<file path="src/rtl/muldiv_scheduler.sv">
// Sequences one RV32M operation at a time onto the iterative multiplier/divider.
// Divide-by-zero and signed overflow are resolved locally; flush and timeout drain the busy unit.
module muldiv_scheduler #(
   parameter int unsigned TIMEOUT = 64
) (
   input  logic        clk_i,
   input  logic        rst_i,
   input  logic        req_valid_i,
   input  logic [2:0]  req_funct3_i,
   input  logic [31:0] req_rs1_i,
   input  logic [31:0] req_rs2_i,
   input  logic        flush_i,
   output logic        mul_start_o,
   output logic        div_start_o,
   output logic [1:0]  mul_opcode_o,
   output logic [1:0]  div_opcode_o,
   output logic [31:0] operand1_o,
   output logic [31:0] operand2_o,
   input  logic        mul_done_i,
   input  logic        div_done_i,
   input  logic [31:0] mul_result_i,
   input  logic [31:0] div_result_i,
   output logic        stall_o,
   output logic [31:0] result_o,
   output logic        result_valid_o,
   output logic        err_timeout_o
);
   localparam int unsigned DATA_W   = 32;
   localparam logic [7:0]  CNT_LAST = 8'(TIMEOUT - 1);

   typedef enum logic [2:0] {
      S_IDLE,
      S_MUL_BUSY,
      S_DIV_BUSY,
      S_DONE,
      S_DRAIN
   } state_e;

   state_e              state_q, state_d;
   logic [7:0]          cnt_q, cnt_d;
   logic                mul_start_q, mul_start_d;
   logic                div_start_q, div_start_d;
   logic [1:0]          opcode_q, opcode_d;
   logic [DATA_W-1:0]   op1_q, op1_d;
   logic [DATA_W-1:0]   op2_q, op2_d;
   logic [DATA_W-1:0]   result_q, result_d;
   logic                result_valid_q, result_valid_d;
   logic                err_timeout_q, err_timeout_d;
   logic                is_div_q, is_div_d;

   logic accept, busy, unit_done, drain_done, timeout_hit, special;

   // Divide cases whose RISC-V result is fixed without running the divider.
   function automatic logic div_is_special(input logic [2:0] f3,
                                           input logic [DATA_W-1:0] a,
                                           input logic [DATA_W-1:0] b);
      return (b == '0) || (!f3[0] && (a == 32'h8000_0000) && (b == 32'hFFFF_FFFF));
   endfunction

   function automatic logic [DATA_W-1:0] div_special_result(input logic [2:0] f3,
                                                            input logic [DATA_W-1:0] a,
                                                            input logic [DATA_W-1:0] b);
      if (b == '0)
         return f3[1] ? a : 32'hFFFF_FFFF;
      return f3[1] ? '0 : 32'h8000_0000;
   endfunction

   assign accept      = (state_q == S_IDLE) && req_valid_i && !flush_i;
   assign special     = req_funct3_i[2] && div_is_special(req_funct3_i, req_rs1_i, req_rs2_i);
   assign busy        = (state_q == S_MUL_BUSY) || (state_q == S_DIV_BUSY);
   assign unit_done   = ((state_q == S_MUL_BUSY) && mul_done_i) ||
                        ((state_q == S_DIV_BUSY) && div_done_i);
   assign drain_done  = (state_q == S_DRAIN) && (is_div_q ? div_done_i : mul_done_i);
   assign timeout_hit = busy && !unit_done && !flush_i && (cnt_q == CNT_LAST);

   always_ff @(posedge clk_i) begin
      if (rst_i) begin
         state_q        <= S_IDLE;
         cnt_q          <= '0;
         mul_start_q    <= 1'b0;
         div_start_q    <= 1'b0;
         opcode_q       <= '0;
         op1_q          <= '0;
         op2_q          <= '0;
         result_q       <= '0;
         result_valid_q <= 1'b0;
         err_timeout_q  <= 1'b0;
         is_div_q       <= 1'b0;
      end else begin
         state_q        <= state_d;
         cnt_q          <= cnt_d;
         mul_start_q    <= mul_start_d;
         div_start_q    <= div_start_d;
         opcode_q       <= opcode_d;
         op1_q          <= op1_d;
         op2_q          <= op2_d;
         result_q       <= result_d;
         result_valid_q <= result_valid_d;
         err_timeout_q  <= err_timeout_d;
         is_div_q       <= is_div_d;
      end
   end

   always_comb begin
      state_d = state_q;
      unique case (state_q)
         S_IDLE: begin
            if (accept) begin
               if (!req_funct3_i[2])
                  state_d = S_MUL_BUSY;
               else if (special)
                  state_d = S_DONE;
               else
                  state_d = S_DIV_BUSY;
            end
         end
         S_MUL_BUSY, S_DIV_BUSY: begin
            if (unit_done)
               state_d = flush_i ? S_IDLE : S_DONE;
            else if (flush_i || timeout_hit)
               state_d = S_DRAIN;
         end
         S_DONE:  state_d = S_IDLE;
         S_DRAIN: if (drain_done) state_d = S_IDLE;
         default: state_d = S_IDLE;
      endcase
   end

   always_comb begin
      mul_start_d    = 1'b0;
      div_start_d    = 1'b0;
      result_valid_d = 1'b0;
      err_timeout_d  = 1'b0;
      cnt_d          = cnt_q;
      opcode_d       = opcode_q;
      op1_d          = op1_q;
      op2_d          = op2_q;
      result_d       = result_q;
      is_div_d       = is_div_q;
      if (accept) begin
         op1_d    = req_rs1_i;
         op2_d    = req_rs2_i;
         opcode_d = req_funct3_i[1:0];
         is_div_d = req_funct3_i[2];
         cnt_d    = '0;
         if (!req_funct3_i[2]) begin
            mul_start_d = 1'b1;
         end else if (special) begin
            result_d       = div_special_result(req_funct3_i, req_rs1_i, req_rs2_i);
            result_valid_d = 1'b1;
         end else begin
            div_start_d = 1'b1;
         end
      end
      if (busy) begin
         if (unit_done) begin
            if (!flush_i) begin
               result_d       = (state_q == S_MUL_BUSY) ? mul_result_i : div_result_i;
               result_valid_d = 1'b1;
            end
         end else if (timeout_hit) begin
            err_timeout_d = 1'b1;
            result_d      = '0;
         end else begin
            cnt_d = cnt_q + 8'd1;
         end
      end
   end

   assign stall_o        = req_valid_i && (state_q != S_DONE);
   assign result_valid_o = result_valid_q && !flush_i;
   assign mul_start_o    = mul_start_q;
   assign div_start_o    = div_start_q;
   assign mul_opcode_o   = opcode_q;
   assign div_opcode_o   = opcode_q;
   assign operand1_o     = op1_q;
   assign operand2_o     = op2_q;
   assign result_o       = result_q;
   assign err_timeout_o  = err_timeout_q;

endmodule

</file>
<file path="config.mk">
export PLATFORM = sky130hd
export DESIGN_NAME = muldiv_scheduler
export DESIGN_NICKNAME = d
export VERILOG_FILES = /design/src/rtl/muldiv_scheduler.sv
export SDC_FILE = /design/constraint.sdc
export NUM_CORES = 1
export LEC_CHECK = 0
export BUFFER_PORTS_ARGS = -buffer_cell sky130_fd_sc_hd__buf_2
export CAP_MARGIN = 10
export CORE_UTILIZATION = 25
export DETAILED_ROUTE_END_ITERATION = 12
export PLACE_DENSITY_LB_ADDON = 0.1
export SLEW_MARGIN = 20
export SYNTH_ARGS = -nofsm -noshare
export SYNTH_HDL_FRONTEND = slang
export SYNTH_SLANG_ARGS = --single-unit
</file>
<file path="constraint.sdc">
create_clock -name clk_i -period 2.75 [get_ports clk_i]
set_input_delay 0.1375 -clock clk_i [delete_from_list [all_inputs] [get_ports clk_i]]
set_output_delay 0.1375 -clock clk_i [all_outputs]
set_load 0.005 [all_outputs]
</file>
==> results.py <==
metrics = {
    "floorplan": {
        "die-area_um2": 22400,
        "num_rows": 53,
        "dieHeight_um": 150,
        "io_pins": 242,
        "coreArea_um2": 21200,
        "die_x_um": 150,
        "start_util": 0.257,
    },
    "synthesis": {
        "synth_area_um2": 5460,
        "synthTopCellsByArea": "dfxtp_1 42%, nand2_1 12%, a21oi_1 10%, mux2i_1 5.9%, nor2_1 5.3%",
        "post-synth-top-area-cell": "dfxtp_1",
        "synth_top_area_frac": 0.418,
        "synth_common_cells": "173 x nand2_1, 114 x dfxtp_1, 110 x a21oi_1",
        "async_flop_share": 0,
        "ys_seq_area_frac": 0.418,
        "synth_edf_count": 0,
        "synth.most_common_cell": "nand2_1",
        "ys_ff_latch": 114,
        "yosysWarnings": 0,
        "avgSynthCellArea_um2": 7.52,
        "synth_cells": 726,
        "synth_cell_types": 46,
        "ys.flop_type": "dfxtp_1",
        "synth_nets": 864,
    },
    "finish": {
        "drive_gt1_frac": 0.298,
        "layout.nets": 1144,
        "antenna_cells": 0,
        "areaGrowthSynthToFinish_pct": 48.0,
    },
    "drt": {
        "wirelength_um": 21400,
        "drt-wirelength-per-cell_um": 16.5,
        "vias": 6071,
        "remaining_drc_errors": 0,
        "drt-pass1-iter-count": 4,
        "postRouteAntennaNets": 0,
        "first_iter_violations": 354,
        "vias_per_cell": 4.69,
    },
    "clocking": {
        "cts-root-buf": "clkbuf_16",
        "htree_levels": 4,
        "clock_tree.buffer_depth": 2,
        "path_clk_slew_ns": 0.06,
        "clock_sinks": 114,
        "cts-buffers-inserted": 17,
        "clk-insertion-delay-late_ns": 0.41,
        "cts_tree": "built",
    },
    "min_path": {
        "hold_path_class": "primary input to flop",
    },
    "timing": {
        "setup_viol": 0,
        "drv_slew": 0,
        "hold_viol_final": 0,
        "max_freq_ghz": 0.399,
        "min_period_over_period": 0.911,
        "grt_setup_unrepaired": "false",
        "relSlewSlack": 0.458,
        "finClkSkew_ns": 0.00825,
        "worst_slew_pin_slew_ns": 0.813,
        "fin_crit_ns": 2.50,
        "setup_tns_ns": 0,
    },
    "pwr": {
        "report.power.total_mw": 5.59,
        "power.leakage_nw": 3.42,
        "ir_drop_uv": 423,
        "powerDensity_nw_per_um2": 692,
    },
    "run": {
        "max-cap-violations": 0,
    },
    "setup_path": {
        "path_max_fanout": 31,
        "crit_required_ns": 3.07,
        "arrival_ns": 2.82,
        "cp-start-kind": "primary input",
        "critPathKind": "primary input to flop",
        "endpoint_kind": "flop",
    },
    "global_routing": {
        "grt_antenna_before_repair": 0,
        "grt_start_max_net_pins": 72,
        "grt_pass1_vias": 5855,
        "grt-ovfl-total": 0,
        "grt_usage": 0.193,
        "grt_pass1_wl_um": 32900,
    },
    "placed_design": {
        "dpl.hpwl_um": 15500,
        "gp_congestion": 0.792,
        "portBuffers": 241,
    },
    "run_status": {
        "status": "completed",
    },
}
cells in the final DEF, fill, tap and decap left out, types with 2 or more instances in the layout:
cell           netlist  routed
dlygate4sd3_1        0      54
a21oi_1            110     110
clkinv_4             0       6
o21ai_1              3       3
nor3_1               6       6
inv_6                0       2
or3_1                3       3
o21ai_0              5       5
nor2b_1              4       3
inv_1                3       3
buf_4                2      20
nand4_1             12      12
and2_1               2       2
or4b_1               2       2
nor4_1              22      21
dfxtp_1            114     114
and3_1               6       5
clkinv_2             0       3
clkinvlp_4           0       3
a211oi_1            32      32
buf_2               14     240
nand3_1              5       5
nand4b_1             2       2
nand2b_1            33      33
nor2_1              77      76
mux2i_1             32      32
clkbuf_16            0      17
nor2_2               2       3
nand3b_1             4       4
nand2_1            173     173
per-stage QoR:
stage	hold slack (ns)	std cells	setup slack, ns	util	instance area (um^2)
global route	0.0211	1294	0.0358	0.381	8080
detailed placement	0.405	1208	0.288	0.328	6970
CTS	0.000124	1294	0.143	0.380	8070
floorplan	0.217	726	0.855	-	5460
global placement	0.408	1208	0.303	0.328	6970
finish	0.0176	1294	0.245	0.381	8080
registers in the layout (all words and copies together) (netlist names):
| register | count |
|---|---|
| operand1_o | 32 |
| result_valid_q | 1 |
| is_div_q | 1 |
| state_q | 3 |
| div_start_o | 1 |
| operand2_o | 32 |
| div_opcode_o | 2 |
| mul_start_o | 1 |
| cnt_q | 8 |
| err_timeout_o | 1 |
| result_o | 32 |
worst max-delay path, cell delays in order:
cell,delay (ns)
dlygate4sd3_1,0.55
buf_2,0.14
nor4_1,0.45
nand4_1,0.36
nor4_4,0.37
buf_4,0.43
a21oi_1,0.12
a211oi_1,0.26
cell families after synthesis:
logic type | count (synthesis) | share of synthesized area
xor gates and xnor gates | 1 | 0.00161
adders and majority gates | 1 | 0.00229
DFF | 114 | 0.418
buffers and inverters | 57 | 0.0438
and+or+nand+nor | 363 | 0.310
muxes | 33 | 0.0608
AOI/OAI and AO/OA | 157 | 0.164
layer usage:
layer  vias up  share of wire  global-route usage
met5         -              0                   0
met4         0          0.020              0.0657
met3        21          0.062              0.0436
met2       195           0.45               0.297
met1      2787           0.47               0.262
li1       3068              -                   -
final timing paths:
path / cells after the start / from / slack [ns] / to
worst min register to register: 2 / operand1_o[4]$_SDFFE_PP0P_ / 0.45 / operand1_o[4]$_SDFFE_PP0P_
worst max-delay path: 8 / req_rs2_i[28] / 0.25 / result_o[23]$_SDFF_PP0_
worst min-delay path: 3 / req_rs1_i[4] / 0.02 / operand1_o[4]$_SDFFE_PP0P_
worst max register to register: 7 / state_q[0]$_SDFFE_PP0P_ / 0.52 / result_o[23]$_SDFF_PP0_
final cells by class:
| type | count | area (um^2) |
|---|---|---|
| tap | 275 | 344 |
| inverter | 3 | 11.3 |
| clock buffer | 17 | 425 |
| multi-input combinational | 555 | 2970 |
| sequential | 114 | 2280 |
| fill | 2284 | 13100 |
| clock inverter | 15 | 138 |
| timing repair buffer | 315 | 1910 |
timing repair:
action / 4_1_cts / 5_1_grt
endpoints found under the setup margin: 0 / 3
resized for setup: 0 / 1
endpoints found under the hold margin: 54 / 0
setup buffers: 0 / 0
hold buffers: 54 / 0
report_power, final:
part / internal [mW] / total [mW] / switching, mW
clock: 1.25 / 2.11 / 0.866
combinational: 0.658 / 1.50 / 0.845
sequential: 1.86 / 1.98 / 0.121
Power figures use the tool's default switching activity.
